===== src/rtl/div_repsub_pkg.sv =====
// Shared constants for the repeated-subtraction divider: default operand
// width and FSM state encodings.
package div_repsub_pkg;

  // Default operand width in bits.
  localparam int unsigned DIV_SIZE_DEFAULT = 8;

  // FSM encoding; 2'd3 is illegal and recovers to ST_IDLE.
  typedef logic [1:0] div_state_t;

  localparam logic [1:0] ST_IDLE = 2'd0;
  localparam logic [1:0] ST_RUN  = 2'd1;
  localparam logic [1:0] ST_DONE = 2'd2;

endpackage : div_repsub_pkg


===== src/rtl/div_repsub.sv =====
// Unsigned divider using repeated subtraction, one subtraction per clock.
// A start pulse in IDLE latches the operands. When the division finishes,
// quotient and remainder are presented with a one-cycle done pulse.
//
// Ports:
//   clk          system clock, rising edge
//   rst          asynchronous active-high reset
//   start        request a division (sampled only in IDLE)
//   dividend     unsigned dividend, sampled with start
//   divisor      unsigned divisor, sampled with start
//   busy         high whenever the FSM is not in IDLE
//   done         one-cycle result-valid pulse
//   div_by_zero  qualifies done: the latched divisor was zero
//   quotient     registered quotient (all ones on divide by zero)
//   remainder    registered remainder (dividend on divide by zero)
module div_repsub
  import div_repsub_pkg::*;
#(
  parameter int unsigned size = DIV_SIZE_DEFAULT
) (
  input  logic            clk,
  input  logic            rst,
  input  logic            start,
  input  logic [size-1:0] dividend,
  input  logic [size-1:0] divisor,
  output logic            busy,
  output logic            done,
  output logic            div_by_zero,
  output logic [size-1:0] quotient,
  output logic [size-1:0] remainder
);

  div_state_t      state, state_nxt;
  logic [size-1:0] div_r, div_nxt;
  logic [size-1:0] rem_r, rem_nxt;
  logic [size-1:0] quo_r, quo_nxt;
  logic            done_nxt;
  logic            dbz_nxt;
  logic [size-1:0] quot_nxt;
  logic [size-1:0] remd_nxt;

  // State and result registers.
  always_ff @(posedge clk or posedge rst) begin
    if (rst) begin
      state       <= ST_IDLE;
      div_r       <= '0;
      rem_r       <= '0;
      quo_r       <= '0;
      busy        <= 1'b0;
      done        <= 1'b0;
      div_by_zero <= 1'b0;
      quotient    <= '0;
      remainder   <= '0;
    end else begin
      state       <= state_nxt;
      div_r       <= div_nxt;
      rem_r       <= rem_nxt;
      quo_r       <= quo_nxt;
      // busy is registered from the next state so it tracks state != IDLE.
      busy        <= (state_nxt != ST_IDLE);
      done        <= done_nxt;
      div_by_zero <= dbz_nxt;
      quotient    <= quot_nxt;
      remainder   <= remd_nxt;
    end
  end

  // Next-state and datapath logic.
  always_comb begin
    state_nxt = state;
    div_nxt   = div_r;
    rem_nxt   = rem_r;
    quo_nxt   = quo_r;
    done_nxt  = 1'b0;
    dbz_nxt   = div_by_zero;
    quot_nxt  = quotient;
    remd_nxt  = remainder;

    case (state)
      ST_IDLE: begin
        if (start) begin
          div_nxt = divisor;
          rem_nxt = dividend;
          quo_nxt = '0;
          if (divisor == '0) begin
            // Divide by zero skips RUN and reports immediately.
            state_nxt = ST_DONE;
            quot_nxt  = '1;
            remd_nxt  = dividend;
            dbz_nxt   = 1'b1;
            done_nxt  = 1'b1;
          end else begin
            state_nxt = ST_RUN;
          end
        end
      end

      ST_RUN: begin
        // The compare guards the subtract, so rem_r cannot underflow.
        if (rem_r >= div_r) begin
          rem_nxt = rem_r - div_r;
          quo_nxt = quo_r + size'(1);
        end else begin
          state_nxt = ST_DONE;
          quot_nxt  = quo_r;
          remd_nxt  = rem_r;
          dbz_nxt   = 1'b0;
          done_nxt  = 1'b1;
        end
      end

      ST_DONE: begin
        state_nxt = ST_IDLE;
      end

      default: begin
        state_nxt = ST_IDLE;
      end
    endcase
  end

endmodule : div_repsub

===== config.mk =====
export PLATFORM = sky130hd
export DESIGN_NAME = div_repsub
export DESIGN_NICKNAME = d
export VERILOG_FILES = /design/src/rtl/div_repsub_pkg.sv /design/src/rtl/div_repsub.sv
export SDC_FILE = /design/constraint.sdc
export NUM_CORES = 1
export LEC_CHECK = 0
export CORE_ASPECT_RATIO = 1.4
export CORE_UTILIZATION = 35
export CTS_BUF_LIST = sky130_fd_sc_hd__clkbuf_4
export DETAILED_ROUTE_END_ITERATION = 10
export GPL_TIMING_DRIVEN = 0
export PLACE_DENSITY_LB_ADDON = 0.08
export SETUP_SLACK_MARGIN = 0.15
export SYNTH_ARGS = -nofsm -noshare
export SYNTH_HDL_FRONTEND = slang
export SYNTH_SLANG_ARGS = --single-unit

===== constraint.sdc =====
create_clock -name clk -period 3.15 [get_ports clk]
set_input_delay 0.63 -clock clk [delete_from_list [all_inputs] [get_ports clk]]
set_output_delay 0.63 -clock clk [all_outputs]
set_load 0.02 [all_outputs]

=== Word-level counts from Yosys, hierarchy flattened ===
Cells that the tools add are included.

* Bits in registers: 45
* Input port bits: 19
* Output and inout port bits: 19
* Logic and storage cells: 50

* Add/sub/neg operators: 2
* Order comparisons: 1
* Equality and inequality tests: 5
* Mux-type cells: 26
* Reduce and logical (&&, ||, !) cells: 7

{| class="wikitable"
|+ Operators by type and width
! kind !! number
|-
| $mux W8 || 10
|-
| $pmux W8 S2 || 4
|-
| $add A8 B1 Y8 const B || 1
|-
| $ge A8 B8 Y1 || 1
|-
| $logic_not A8 Y1 || 1
|-
| $ne A2 B2 Y1 const B || 4
|-
| $sub A8 B8 Y8 || 1
|-
| $mux W1 || 6
|-
| $mux W2 || 3
|-
| $pmux W1 S2 || 2
|-
| $pmux W2 S2 || 1
|-
| $reduce_and A4 Y1 || 1
|-
| $reduce_bool A2 Y1 || 2
|-
| $reduce_and A3 Y1 || 1
|-
| $eq A2 B1 Y1 const B || 1
|-
| $logic_not A2 Y1 || 1
|-
| $reduce_and A2 Y1 || 1
|}

=== Longest topological paths before layout ===
Gate-level depths: netlist of the first run.

* Word-level depth: 5
* Gate-level depth with buffers: 9
* Gate-level depth less buffers: 8

=== Worst setup path before layout of the first run ===
No wires, ideal clock.

* Path type: register to register
* From: register div_r[0]
* To: register rem_r[0]
* Setup time: 0.125 ns
* Data arrival time: 2.178 ns
* Data required time: 3.025 ns
* Path slack: 0.848 ns
* Cell stages (with the launch flop): 9
* Path buffers: 1
* Clock period less this slack: 2.302 ns
* Path through: dfrtp_1 > ha_1 > fa_1 > nand2b_1 > a21oi_1 > o21ai_0 > nand3_2 > buf_4 > mux2_2

* Cells in the longest elaborated chain, start to end: 3
* Elaborated cells between the ends (all ways): 6
* Classes of those cells: add/sub: 1; order compare: 1; eq/ne: 1; mux: 2; reduce/logical: 1

{| class="wikitable"
|+ RTL lines
! what !! RTL line !! text
|-
| from (decl) || div_repsub.sv:34 || <nowiki>logic [size-1:0] div_r, div_nxt;</nowiki>
|-
| from (signal assigned) || div_repsub.sv:56 || <nowiki>div_r <= div_nxt;</nowiki>
|-
| $sub A8 B8 Y8 or $ge A8 B8 Y1 (tied branches) || div_repsub.sv:101, div_repsub.sv:100 ||
|-
| $mux W8 or $ne A2 B2 Y1 (tied branches) || -- ||
|-
| $pmux W8 S2 or $reduce_and A3 Y1 (tied branches) || -- ||
|-
| to (signal assigned) || div_repsub.sv:57 || <nowiki>rem_r <= rem_nxt;</nowiki>
|-
| to (decl) || div_repsub.sv:35 || <nowiki>logic [size-1:0] rem_r, rem_nxt;</nowiki>
|}

Parallel ways exist; a longest one is shown, timed or not. The select of a mux whose other input is x is not followed.
A chain may end at the register's enable or synchronous reset.

=== Worst setup path in the final report of the first run ===
Same ends and word-level chain as after synthesis.

==> results of run 1 <==
[per-layer routing]
layer / part of all wire (%) / GRT usage, % / vias up
met2: 55 / 31.8 / 24
met1: 42 / 19.7 / 939
met5: 0 / 0 / -
li1: - / - / 987
met4: 1.5 / 5.88 / 0
met3: 1.9 / 2.69 / 5
[layout make-up]
cell class / count / area (um^2)
sequential: 45 / 1130
tap: 95 / 119
timing repair buffer: 38 / 390
fill: 701 / 3810
multi-input combinational: 182 / 1210
inverter: 23 / 86.3
clock buffer: 5 / 37.5
clock inverter: 3 / 46.3
buffer: 11 / 61.3
[worst min-delay path by stage]
stage / depth (start not counted) / end
6_report: 2 / quotient[5]
2_1_floorplan: 2 / div_r[0]
3_5_place_dp: 1 / quotient[2]
5_1_grt: 1 / remainder[1]
4_1_cts: 1 / remainder[3]
3_3_place_gp: 1 / rem_r[0]
[logic make-up after synthesis]
family                   count (synthesis)  share of synthesized area (%)
flip-flops                              45                           45.3
adder cells (fa/ha/maj)                 10                           5.34
AND/OR/NAND/NOR                         87                           15.9
buffers and inverters                   34                           5.94
XOR/XNOR                                 2                          0.705
AO/OA/AOI/OAI                           60                           16.1
multiplexers                            23                           10.7
[layout by cell type (no fill, tap or decap), drive strengths merged, types with 2 or more instances in the layout]
master         count
mux2i              6
o2111ai            2
a21boi             2
a211oi             2
dfrtp             45
nor4               2
o31ai              3
ha                 9
nand2b             7
o21ai             27
a21oi              7
nor3               4
or4                3
nand4              2
nor2              17
clkbuf            12
o21a               3
a22oi              3
nor2b              2
inv               23
nand3              5
clkdlybuf4s50     37
buf                5
nand2             42
a21o               2
mux2              17
[metrics by stage]
| stage | hold WS (ps) | utilization (%) |
|---|---|---|
| 3_3_place_gp | 489 | 43.1 |
| 3_5_place_dp | 496 | 43.4 |
| 2_1_floorplan | 452 | - |
| 6_report | 522 | 44.6 |
| 4_1_cts | 528 | 44.6 |
| 5_1_grt | 542 | 44.6 |
[power by group]
group	internal, mW	total [mW]	switching (mW)
Combinational	0.952	2.14	1.18
Sequential	0.835	0.978	0.143
Clock	0.168	0.372	0.203
Total	1.95	3.49	1.53
[registers in the layout, indices dropped and copies added (netlist names)]
register and flops:
state 2, div_r 8, rem_r 8, busy 1, quo_r 8, quotient 8
remainder 8, div_by_zero 1, done 1
[tightest hold or removal path: stages (launching register included)]
cell and delay [ps]:
dfrtp_1 400, inv_1 50, mux2i_1 50
==> results.md, run 1 <==
* Top cells by count, synth: dfrtp_1, nand2_1, o21ai_0, inv_1, nor2_1
* WL/cell at approximately 14 um
* Hold buffer count at CTS at 0
* Area Overhead vs Synth at 23.9%
* Vias in the first global route at between 1500 and 2000
* Arr. time, crit path at 2970 ps
* Post-DP HPWL at 4.39 mm
* RSZ-0062 raised after global routing: no
* CTS tree: built
* Crit-path leading delay family: adder cells
* Final nets at 335
* First-pass GRT wire length at a little under 10 mm
* PnR Total Power at roughly 3.5 mW
* Synthesized instance count at 261
* Gr usage total at about 17%
* Setup TNS Final at 0 ps
* Most numerous cell in the Yosys netlist: dfrtp_1
* Sink Count at 45
* Placed inst area at around 3000 um^2
* Antenna violations before repair at 0
* Slowest stage cell, crit path: dfrtp_1
* Critical path type: flop to flop
* Grt total ovfl at 0
* Startpoint class of the critical path: flop
* Fmax at between 300 and 400 MHz
* Initial DRT Pass Iterations at 4
* Die area at approximately 7400 um^2
* Final period util at a little under nine tenths
* FP Rows at 36
* CP cell instances: ha_1 > fa_1 > nand2b_1 > a21oi_1 > o21ai_0 > nand3_2 > buf_4 > mux2_2
* Setup WS pre-CTS at around 390 ps
* DR vias/cell at 4.86
* Design Area, Final at between 3000 and 4000 um^2
* Final setup viols at 0
* Initial Utilization at between 30% and 40%
* Reg-to-Reg End: rem_r[0]
* Leak at ~1.4 nW
* First DRT Iteration DRCs at 88
* CTS resizes at 0
* Crit path depth at 8
* Share of the synthesized area in the top cell type at between 40% and 50%
* Net Count, Synth at 290
* Max-cap violation count at 0
* Core area at approximately 6900 um^2
* Distinct cells, synth at between 40 and 50
* Warnings from Yosys at 0
* Req. time, crit path at 3430 ps
* Clk root buf: clkbuf_4
* Crit. End Element: flop
* Final setup margin at around 460 ps
* Post-synth ARST share at between 90% and 100%
* Total CTS buffers at 5
* Clock latency on the worst-skew pair at approximately 380 ps
* Worst rel slew slack at between 50 and 60%
* Hold path start: quotient[5]
* CTS clk-pin slew, worst paths at approximately 140 ps
* Syn Std Cell Area at about 2500 um^2
* Run status: finished clean
* Detailed-route via count at ~2000
* Largest net degree at the start of global routing at 25
* Io pins at 38
* Post-route ant nets at 0
* DRC at 0
* H-tree depth at 2
* Post-route insts no fill at around 400
* Post-synth EDFFs at 0
* Port bufs at 37
* Worst-Margin Slew at approximately 600 ps
* Seq cells post-synth at 45
* Minimum clock period at ~2700 ps
* Maximum fanout along the worst path at 10
* R2R Setup Slk at ~460 ps
* Die Ht at approximately 100 um
* Sequential-to-total area share from yosys stat at ~45%
* Synth area leader: dfrtp_1
* Clock Skews at around 13 ps
* Share of cells above drive strength 1 at 11.1%
* Min-delay worst type: flop to flop
* FF-to-FF path depth at 8
* Post-CTS setup buffers at 0
* Bufs on Longest Clock Path at 2
* Die W at 73.2 um
* Routed WL at 5.75 mm
* GPL Wtd Cong at around 0.86
* Worst setup endpoint: rem_r[0]
* Syn Area/Cell at around 9.5 um^2
* Peak VDD IR at 0.551 mV
* Top FF cell, synth: dfrtp_1
* Antenna cells at 0
* Reg2reg start: div_r[0]
* Top cells by area, synth: dfrtp_1, nand2_1, mux2_2
* PwrDens at 1130 nW/um^2
* Crit path launch: div_r[0]
* Worst Path Buf+Inv at 1
* Max-slew violations at 0
* Slowest stage delay, CP at approximately 430 ps
* Final Hold Fails at 0
* Inst Count DP at ~390
Power figures use the tool's default switching activity.
==> run 2, diff against run 1 <==
--- a/config.mk
+++ b/config.mk
@@ -6,9 +6,11 @@
 export NUM_CORES = 1
 export LEC_CHECK = 0
 export CORE_ASPECT_RATIO = 1.4
+export CORE_MARGIN = 4
 export CORE_UTILIZATION = 35
 export CTS_BUF_LIST = sky130_fd_sc_hd__clkbuf_4
 export DETAILED_ROUTE_END_ITERATION = 10
+export DONT_BUFFER_PORTS = 1
 export GPL_TIMING_DRIVEN = 0
 export PLACE_DENSITY_LB_ADDON = 0.08
 export SETUP_SLACK_MARGIN = 0.15
==> results.md, run 2 (synthesis gave the netlist of run 1 again) <==
* Run status: finished clean
* Critical path type: flop to flop
* Sink Count at 45
* Final setup margin at around 470 ps
* Arr. time, crit path at between 2000 and 3000 ps
* Post-route insts no fill at around 370
* Minimum clock period at 2680 ps
* Pint at around 1.7 mW
* Switching power at ~1.5 mW
* Slowest stage delay, CP at approximately 440 ps
* Most frequent cells in the layout: dfrtp_1, nand2_1, o21ai_0
* Setup WS pre-CTS at 482 ps
* Initial Utilization at a little over a third
* Die area at approximately 8500 um^2
* WL/cell at approximately 16 um
* Commonest non-fill, non-tap cell in the layout: dfrtp_1
* Req. time, crit path at about 3400 ps
* Detailed-route via count at 1862
* Share of cells above drive strength 1 at 12.6%
* DRC at 0
* Area Overhead vs Synth at 8.01%
* Grt total ovfl at 0
* First DRT Iteration DRCs at 63
* Setup TNS Final at 0 ps
* Core area at 6940 um^2
* CTS tree: built
* First-pass GRT wire length at a little over 10 mm
* FP Rows at 36
* Fmax at about 370 MHz
* R2R Setup Slk at about 470 ps
* GPL Wtd Cong at roughly 0.78
* Crit. End Element: flop
* Final period util at 85.1%
* Die W at between 70 and 80 um
* Vias in the first global route at between 1500 and 2000
* Final Core Density at 38.7%
* Final Hold Fails at 0
* Final setup viols at 0
* Peak VDD IR at between 0.5 and 0.6 mV
* Sequential share of power at a little over a third
* CP cell instances: ha_1 > fa_1 > nand2b_1 > a21oi_1 > o21ai_0 > nand3_2 > buf_4 > mux2_2
* Hold buffer count at CTS at 0
* Crit-path leading delay family: adder cells
* Clock latency on the worst-skew pair at 350 ps
* Hold_ws at between 100 and 150 ps
* Slowest stage cell, crit path: dfrtp_1
* Post-route ant nets at 0
* H-tree depth at 2
* FF-to-FF path depth at 8
* Initial DRT Pass Iterations at 6
* Reg2reg start: div_r[0]
* Min-delay worst type: primary input to async pin
* Max-slew violations at 0
* Port bufs at 0
* Clk root buf: clkbuf_4
* Worst-Margin Slew at ~500 ps
* Routed WL at 5.94 mm
* Largest net degree at the start of global routing at 28
* Gr usage total at 15.4%
* Post-DP HPWL at roughly 4.6 mm
* CTS clk-pin slew, worst paths at about 130 ps
* CTS resizes at 0
* Max-cap violation count at 0
* Io pins at 38
* DR vias/cell at 5.10
* Clock Skews at ~11 ps
* Maximum fanout along the worst path at 10
* Worst Path Buf+Inv at 1
* Placed inst area at roughly 2600 um^2
* Post-CTS setup buffers at 0
* Switching share of power at a little under half
* Gate power share at 55.5%
* Final nets at between 200 and 300
* Leak at about 1.2 nW
* PnR Total Power at about 3.2 mW
* Antenna cells at 0
* RSZ-0062 raised after global routing: no
* Startpoint class of the critical path: flop
* Reg-to-Reg End: rem_r[0]
* Die Ht at approximately 110 um
* Inst Count DP at 357
* Design Area, Final at 2680 um^2
* Clock share of power at 9.3%
* Worst rel slew slack at between 60% and 70%
* Total CTS buffers at 5
* PwrDens at about 1200 nW/um^2
* Antenna violations before repair at 0
* Bufs on Longest Clock Path at 2
[run 2: routing by layer]
layer	track usage, %	vias to the layer above	share of wire (%)
met4	5.16	0	2.0
li1	-	924	-
met3	2.68	8	3.0
met1	18.1	902	42
met5	0	-	0
met2	27.8	28	53
[run 2: power groups by stage]
stage	clock [mW]	sequential, mW	combinational (mW)
global placement	0	1.15	1.80
global route	0.331	1.17	2.04
finish	0.298	1.13	1.78
CTS	0.315	1.14	1.82
floorplan	0	1.09	1.42
detailed placement	0	1.15	1.81
[run 2: how the worst max path moves through the flow]
stage,startpoint,end,slack [ps],cells past startpoint
after floorplan,div_r[0],rem_r[0],850,8
after detailed placement,div_r[0],rem_r[0],480,8
after global routing,div_r[0],rem_r[0],330,8
after global placement,div_r[0],rem_r[0],440,8
after CTS,div_r[0],rem_r[0],460,8
final,div_r[0],rem_r[0],470,8
[run 2: cell type report]
cell class / instances / area, um^2
fillers: 733 / 4250
multi-input cells: 182 / 1210
flip-flops and latches: 45 / 1130
well taps: 95 / 119
inverters: 23 / 86.3
plain buffers: 11 / 61.3
clock buffers: 8 / 60.1
repair buffers: 1 / 20.0
[run 2: worst register-to-register path: stages, from the launching register on]
cell and delay, ps:
dfrtp_1 440, ha_1 240, fa_1 390, nand2b_1 180
a21oi_1 330, o21ai_0 220, nand3_2 220, buf_4 220
mux2_2 340
==> run 3, diff against run 2 <==
--- a/config.mk
+++ b/config.mk
@@ -5,7 +5,7 @@
 export SDC_FILE = /design/constraint.sdc
 export NUM_CORES = 1
 export LEC_CHECK = 0
-export CORE_ASPECT_RATIO = 1.4
+export ABC_CLOCK_PERIOD_IN_PS = 3150
 export CORE_MARGIN = 4
 export CORE_UTILIZATION = 35
 export CTS_BUF_LIST = sky130_fd_sc_hd__clkbuf_4
==> results.md, run 3 (synthesis gave the netlist of run 1 again) <==
* Min-delay worst type: primary input to async pin
* Share of cells above drive strength 1 at around 12%
* Hold buffer count at CTS at 0
* Setup WS pre-CTS at roughly 460 ps
* CTS clk-pin slew, worst paths at 140 ps
* Post-route ant nets at 0
* DRC at 0
* WL/cell at roughly 16 um
* Critical path type: flop to flop
* Antenna violations before repair at 0
* Sink Count at 45
* DR vias/cell at 5.01
* Max-cap violation count at 0
* Most frequent cells in the layout: dfrtp_1, nand2_1, o21ai_0
* Run status: finished clean
* CTS tree: built
* H-tree depth at 2
* Max-slew violations at 0
* Minimum clock period at between 2000 and 3000 ps
* Post-CTS setup buffers at 0
* Largest net degree at the start of global routing at 31
* Arr. time, crit path at between 2000 and 3000 ps
* Req. time, crit path at 3410 ps
* First DRT Iteration DRCs at 95
* Initial DRT Pass Iterations at 4
* First-pass GRT wire length at about 9.6 mm
* Final setup margin at between 400 and 500 ps
* Die W at 92.2 um
* Hold_ws at roughly 100 ps
* Final setup viols at 0
* PwrDens at around 1200 nW/um^2
* Maximum fanout along the worst path at 10
* Io pins at 38
* Post-route insts no fill at approximately 370
* Post-DP HPWL at roughly 4.4 mm
* Clk root buf: clkbuf_4
* Setup TNS Final at 0 ps
* FP Rows at 30
* Core area at 6830 um^2
* Final period util at a little under nine tenths
* Worst rel slew slack at 59.2%
* Final nets at ~300
* PnR Total Power at around 3.3 mW
* Routed WL at between 5 and 6 mm
* Commonest non-fill, non-tap cell in the layout: dfrtp_1
* Startpoint class of the critical path: flop
* Inst Count DP at about 360
* Bufs on Longest Clock Path at 2
* Die area at around 8500 um^2
* Final Hold Fails at 0
* Clock Skews at 4.41 ps
* Vias in the first global route at ~1900
* Initial Utilization at a little over a third
* Peak VDD IR at between 0.4 and 0.5 mV
* Total CTS buffers at 5
* Detailed-route via count at around 1800
* Fmax at about 370 MHz
* Worst-Margin Slew at 611 ps
* Gr usage total at between 10% and 20%
* CP cell instances: inv_1 > ha_1 > fa_1 > nand2b_1 > a21oi_1 > o21ai_0 > nand3_2 > buf_4 > mux2_2
* Port bufs at 0
* Leak at approximately 1.2 nW
* Grt total ovfl at 0
* Clock latency on the worst-skew pair at between 300 and 400 ps
* Crit. End Element: flop
* GPL Wtd Cong at 0.854
* CTS resizes at 0
* Area Overhead vs Synth at 8.82%
* Slowest stage delay, CP at roughly 400 ps
* Die Ht at roughly 92 um
* RSZ-0062 raised after global routing: no
* Slowest stage cell, crit path: fa_1
* Antenna cells at 0
run 3: path summary, 6_finish.rpt:
check,from,end,slack (ps),cells past startpoint
worst min register to register,div_r[0],div_r[0],520,2
max in group asynchronous,rst,quo_r[4],2570,2
min in group clk,divisor[0],div_r[0],380,2
worst max register to register,rem_r[0],rem_r[0],470,9
worst max-delay path,rem_r[0],rem_r[0],470,9
worst min-delay path,rst,div_r[5],100,1
run 3: through the flow:
stage / util [%] / cell area (um^2)
after floorplan: - / 2480
after global placement: 38.1 / 2600
final: 39.6 / 2700
after detailed placement: 38.4 / 2620
after global routing: 39.6 / 2700
after CTS: 39.6 / 2700
run 3: routing by layer:
| metal | routed length, um | GRT usage, % | up-vias |
|---|---|---|---|
| met3 | 230 | 3.28 | 9 |
| met4 | 71 | 4.08 | 0 |
| met1 | 2940 | 19.9 | 861 |
| li1 | - | - | 929 |
| met2 | 2600 | 23.1 | 34 |
| met5 | 0 | 0 | - |
run 3: area by class of cell:
type / instances / area (um^2)
clock buffer: 5 / 37.5
fill: 700 / 4130
multi-input combinational: 182 / 1210
buffer: 11 / 61.3
clock inverter: 3 / 41.3
inverter: 23 / 86.3
timing repair buffer: 1 / 20.0
tap: 96 / 120
sequential: 45 / 1130
run 3: report_power, final:
group / internal, mW / switching, mW
Sequential: 0.835 / 0.291
Combinational: 0.766 / 1.02
Clock: 0.165 / 0.195
run 3: critical path, delay by kind of cell (launching register included):
| kind | cells | cell delay (ps) |
|---|---|---|
| adders and majority gates | 2 | 610 |
| muxes | 1 | 350 |
| AOI/OAI and AO/OA | 2 | 570 |
| buffers and inverters | 2 | 290 |
| and+or+nand+nor | 2 | 390 |
| DFF | 1 | 370 |
==> variant: new RTL, settings of run 3 <==
Put one more register stage on the output `quotient`, without a reset. The value now appears one clock later. The other outputs are not delayed to match. Comments in the files are not updated.
--- a/src/rtl/div_repsub.sv
+++ b/src/rtl/div_repsub.sv
@@ -32,2 +32,4 @@
 
+  logic [size-1:0] quotient_s0;
+
   div_state_t      state, state_nxt;
@@ -51,3 +53,3 @@
       div_by_zero <= 1'b0;
-      quotient    <= '0;
+      quotient_s0 <= '0;
       remainder   <= '0;
@@ -62,3 +64,3 @@
       div_by_zero <= dbz_nxt;
-      quotient    <= quot_nxt;
+      quotient_s0 <= quot_nxt;
       remainder   <= remd_nxt;
@@ -75,3 +77,3 @@
     dbz_nxt   = div_by_zero;
-    quot_nxt  = quotient;
+    quot_nxt  = quotient_s0;
     remd_nxt  = remainder;
@@ -121,2 +123,6 @@
 
+  always_ff @(posedge clk) begin
+    quotient <= quotient_s0;
+  end
+
 endmodule : div_repsub
Function: changed (Yosys sat finds a counterexample within 4 cycles, from zero or initial values and one cycle with rst high).
==> variant against run 3 <==
  * Synthesized area increased by 5.7%
  * Via count increased by 1.8%
  * First-iteration DRC count decreased by 32%
  * Clock skew increased by 0.0056 ns
  * Wire length increased by 0.68%
  * Cell count increased by 1.6%
  * Sequential cell count increased by 8
  * Worst setup slack got worse by 0.064 ns
  * Total power increased by 1.8%
  * Final area increased by 4.8%
  * Critical path depth decreased by 1
  * Critical endpoint is now rem_r[3]
  * Largest power group unchanged
==> variant: results (changes against run 3) <==
Clock network
  • Total CTS buffers: 5 (unchanged)
  • Clock latency at the later pin of the worst-skew pair: 0.39 ns (+0.04 ns)
  • CTS Buffer Depth: 2 (unchanged)
  • H-Tree Depth: 2 (unchanged)
  • Clock Pin Slew Worst Setup and Hold Paths: 0.17 ns (+0.03 ns)
  • Setup Buffers After CTS: 0 (unchanged)
  • Post-cts sizing count: 0 (unchanged)
  • CTS root buffer: clkbuf_4

Placement
  • Placed insts: 364 (+1.7%)
  • PortBufs: 0 (unchanged)
  • Placement Setup Slack: 0.412 ns (-0.0475 ns)
  • Post-DP HPWL: 4.30 mm (-1.7%)
  • Gpl congestion: 0.801 (-6.2%)

Cells and area
  • Nets: 301 (+1.0%)
  • Share of cells above drive strength 1: 9.52% (-2.7 points)
  • Non-Filler Instances: 372 (+1.6%)
  • Inserted Diodes: 0 (unchanged)

Global routing
  • First-pass GRT wire length: 9.80 mm (+2.3%)
  • Number of global-route vias before repair: 1878 (-0.27%)
  • Initial antenna violation count: 0 (unchanged)
  • Gr usage total: 14.2% (-0.36 points)
  • Largest net degree at the start of global routing: 31 (unchanged)

Outcome
  • Status: complete, no violations

Critical path
  • Worst Path Arrival: 3.03 ns (+0.09 ns)
  • Worst-path fanout max: 10 (unchanged)

Yosys
  • Asr flop ratio synth: 84.9% (-15 points)
  • Top cells by area in the synthesized netlist: dfrtp_1, nand2_1, dfxtp_1
  • Post-synthesis sequential area ratio: 49.0% (+3.7 points)
  • Warnings, synthesis: 0 (unchanged)
  • Number of distinct library cells after synthesis: 48 (+2.1%)
  • Synthesized instance count: 264 (+1.1%)
  • Commonest cells in the netlist: dfrtp_1, nand2_1, o21ai_0, inv_1, nor2_1
  • Mapped Nets: 293 (+1.0%)

Routing
  • Final WL: 5.89 mm (+0.68%)
  • DR iter-0 viols: 65 (-32%)
  • DR vias/cell: 5.02 (+0.16%)
  • Drt pass-1 iters: 4 (unchanged)

Power
  • Internal power: 1.80 mW (+2.2%)
  • Maximum vdd ir drop: 398 µV (-15%)
  • Pleak: 1.26 nW (+4.7%)

Job
  • Max Cap Viol: 0 (unchanged)

Hold path
  • Hold Crit Class: primary input to asynchronous set/reset pin

Timing
  • Slew Viols, Final: 0 (unchanged)
  • Worst slew pin tran: 0.610 ns (-0.00105 ns)
  • Clock Skew: 0.0100 ns (+0.00560 ns)
## variant: power by group through the flow
stage / combinational [mW] / clock, mW / sequential, mW
floorplan: 1.38 / 0 / 1.24
global placement: 1.72 / 0 / 1.29
detailed placement: 1.73 / 0 / 1.29
CTS: 1.74 / 0.358 / 1.27
global route: 1.95 / 0.387 / 1.31
finish: 1.72 / 0.345 / 1.27
## variant: path summary, 6_finish.rpt
check                                    start            to  slack (ns)  cells after the start
worst max-delay path                  div_r[0]      rem_r[3]        0.41                      8
worst min-delay path                       rst  remainder[7]        0.06                      1
worst max register to register        div_r[0]      rem_r[3]        0.41                      8
worst min register to register  quotient_s0[1]   quotient[1]        0.39                      0
max in group asynchronous                  rst      div_r[0]        2.61                      2
min in group clk                    divisor[2]      div_r[2]        0.35                      2
## variant: cell families (layout without fill, tap and decap cells)
kind of cell | Yosys count | count (layout) | share of synthesized area, %
AND/OR/NAND/NOR | 84 | 84 | 14.6
AO/OA/AOI/OAI | 62 | 62 | 15.5
flip-flops | 53 | 53 | 49.0
buffers and inverters | 30 | 39 | 4.81
multiplexers | 23 | 23 | 10.3
adder cells (fa/ha/maj) | 10 | 10 | 5.05
XOR/XNOR | 2 | 2 | 0.667
## variant: stage by stage
step           utilization (%)  instance area (µm²)
6_report                  39.0                 2830
3_5_place_dp              38.2                 2770
4_1_cts                   39.0                 2830
3_3_place_gp              37.9                 2750
2_1_floorplan                -                 2630
5_1_grt                   39.0                 2830
## variant: cell type report
cell class	count	area [µm²]
Clock buffer	5	37.5
Buffer	9	47.5
Multi-Input combinational cell	181	1210
Tap cell	99	124
Clock inverter	3	25.0
Inverter	21	78.8
Sequential cell	53	1290
Timing Repair Buffer	1	20.0
Fill cell	743	4420
## variant: critical path, cell delays in order, from the launching register on
cell and delay [ns]:
dfrtp_1 0.42, ha_1 0.23, fa_1 0.41, nand2b_1 0.18
a21oi_1 0.32, o21ai_1 0.25, nand3_1 0.19, buf_2 0.30
mux2_1 0.35
## variant: per-layer routing
metal / global-route usage (%) / up-vias / routed length [µm]
met1: 20.1 / 875 / 2960
met4: 3.61 / 0 / 54
met5: 0 / - / 0
met3: 3.82 / 6 / 365
li1: - / 941 / -
met2: 21.4 / 44 / 2510
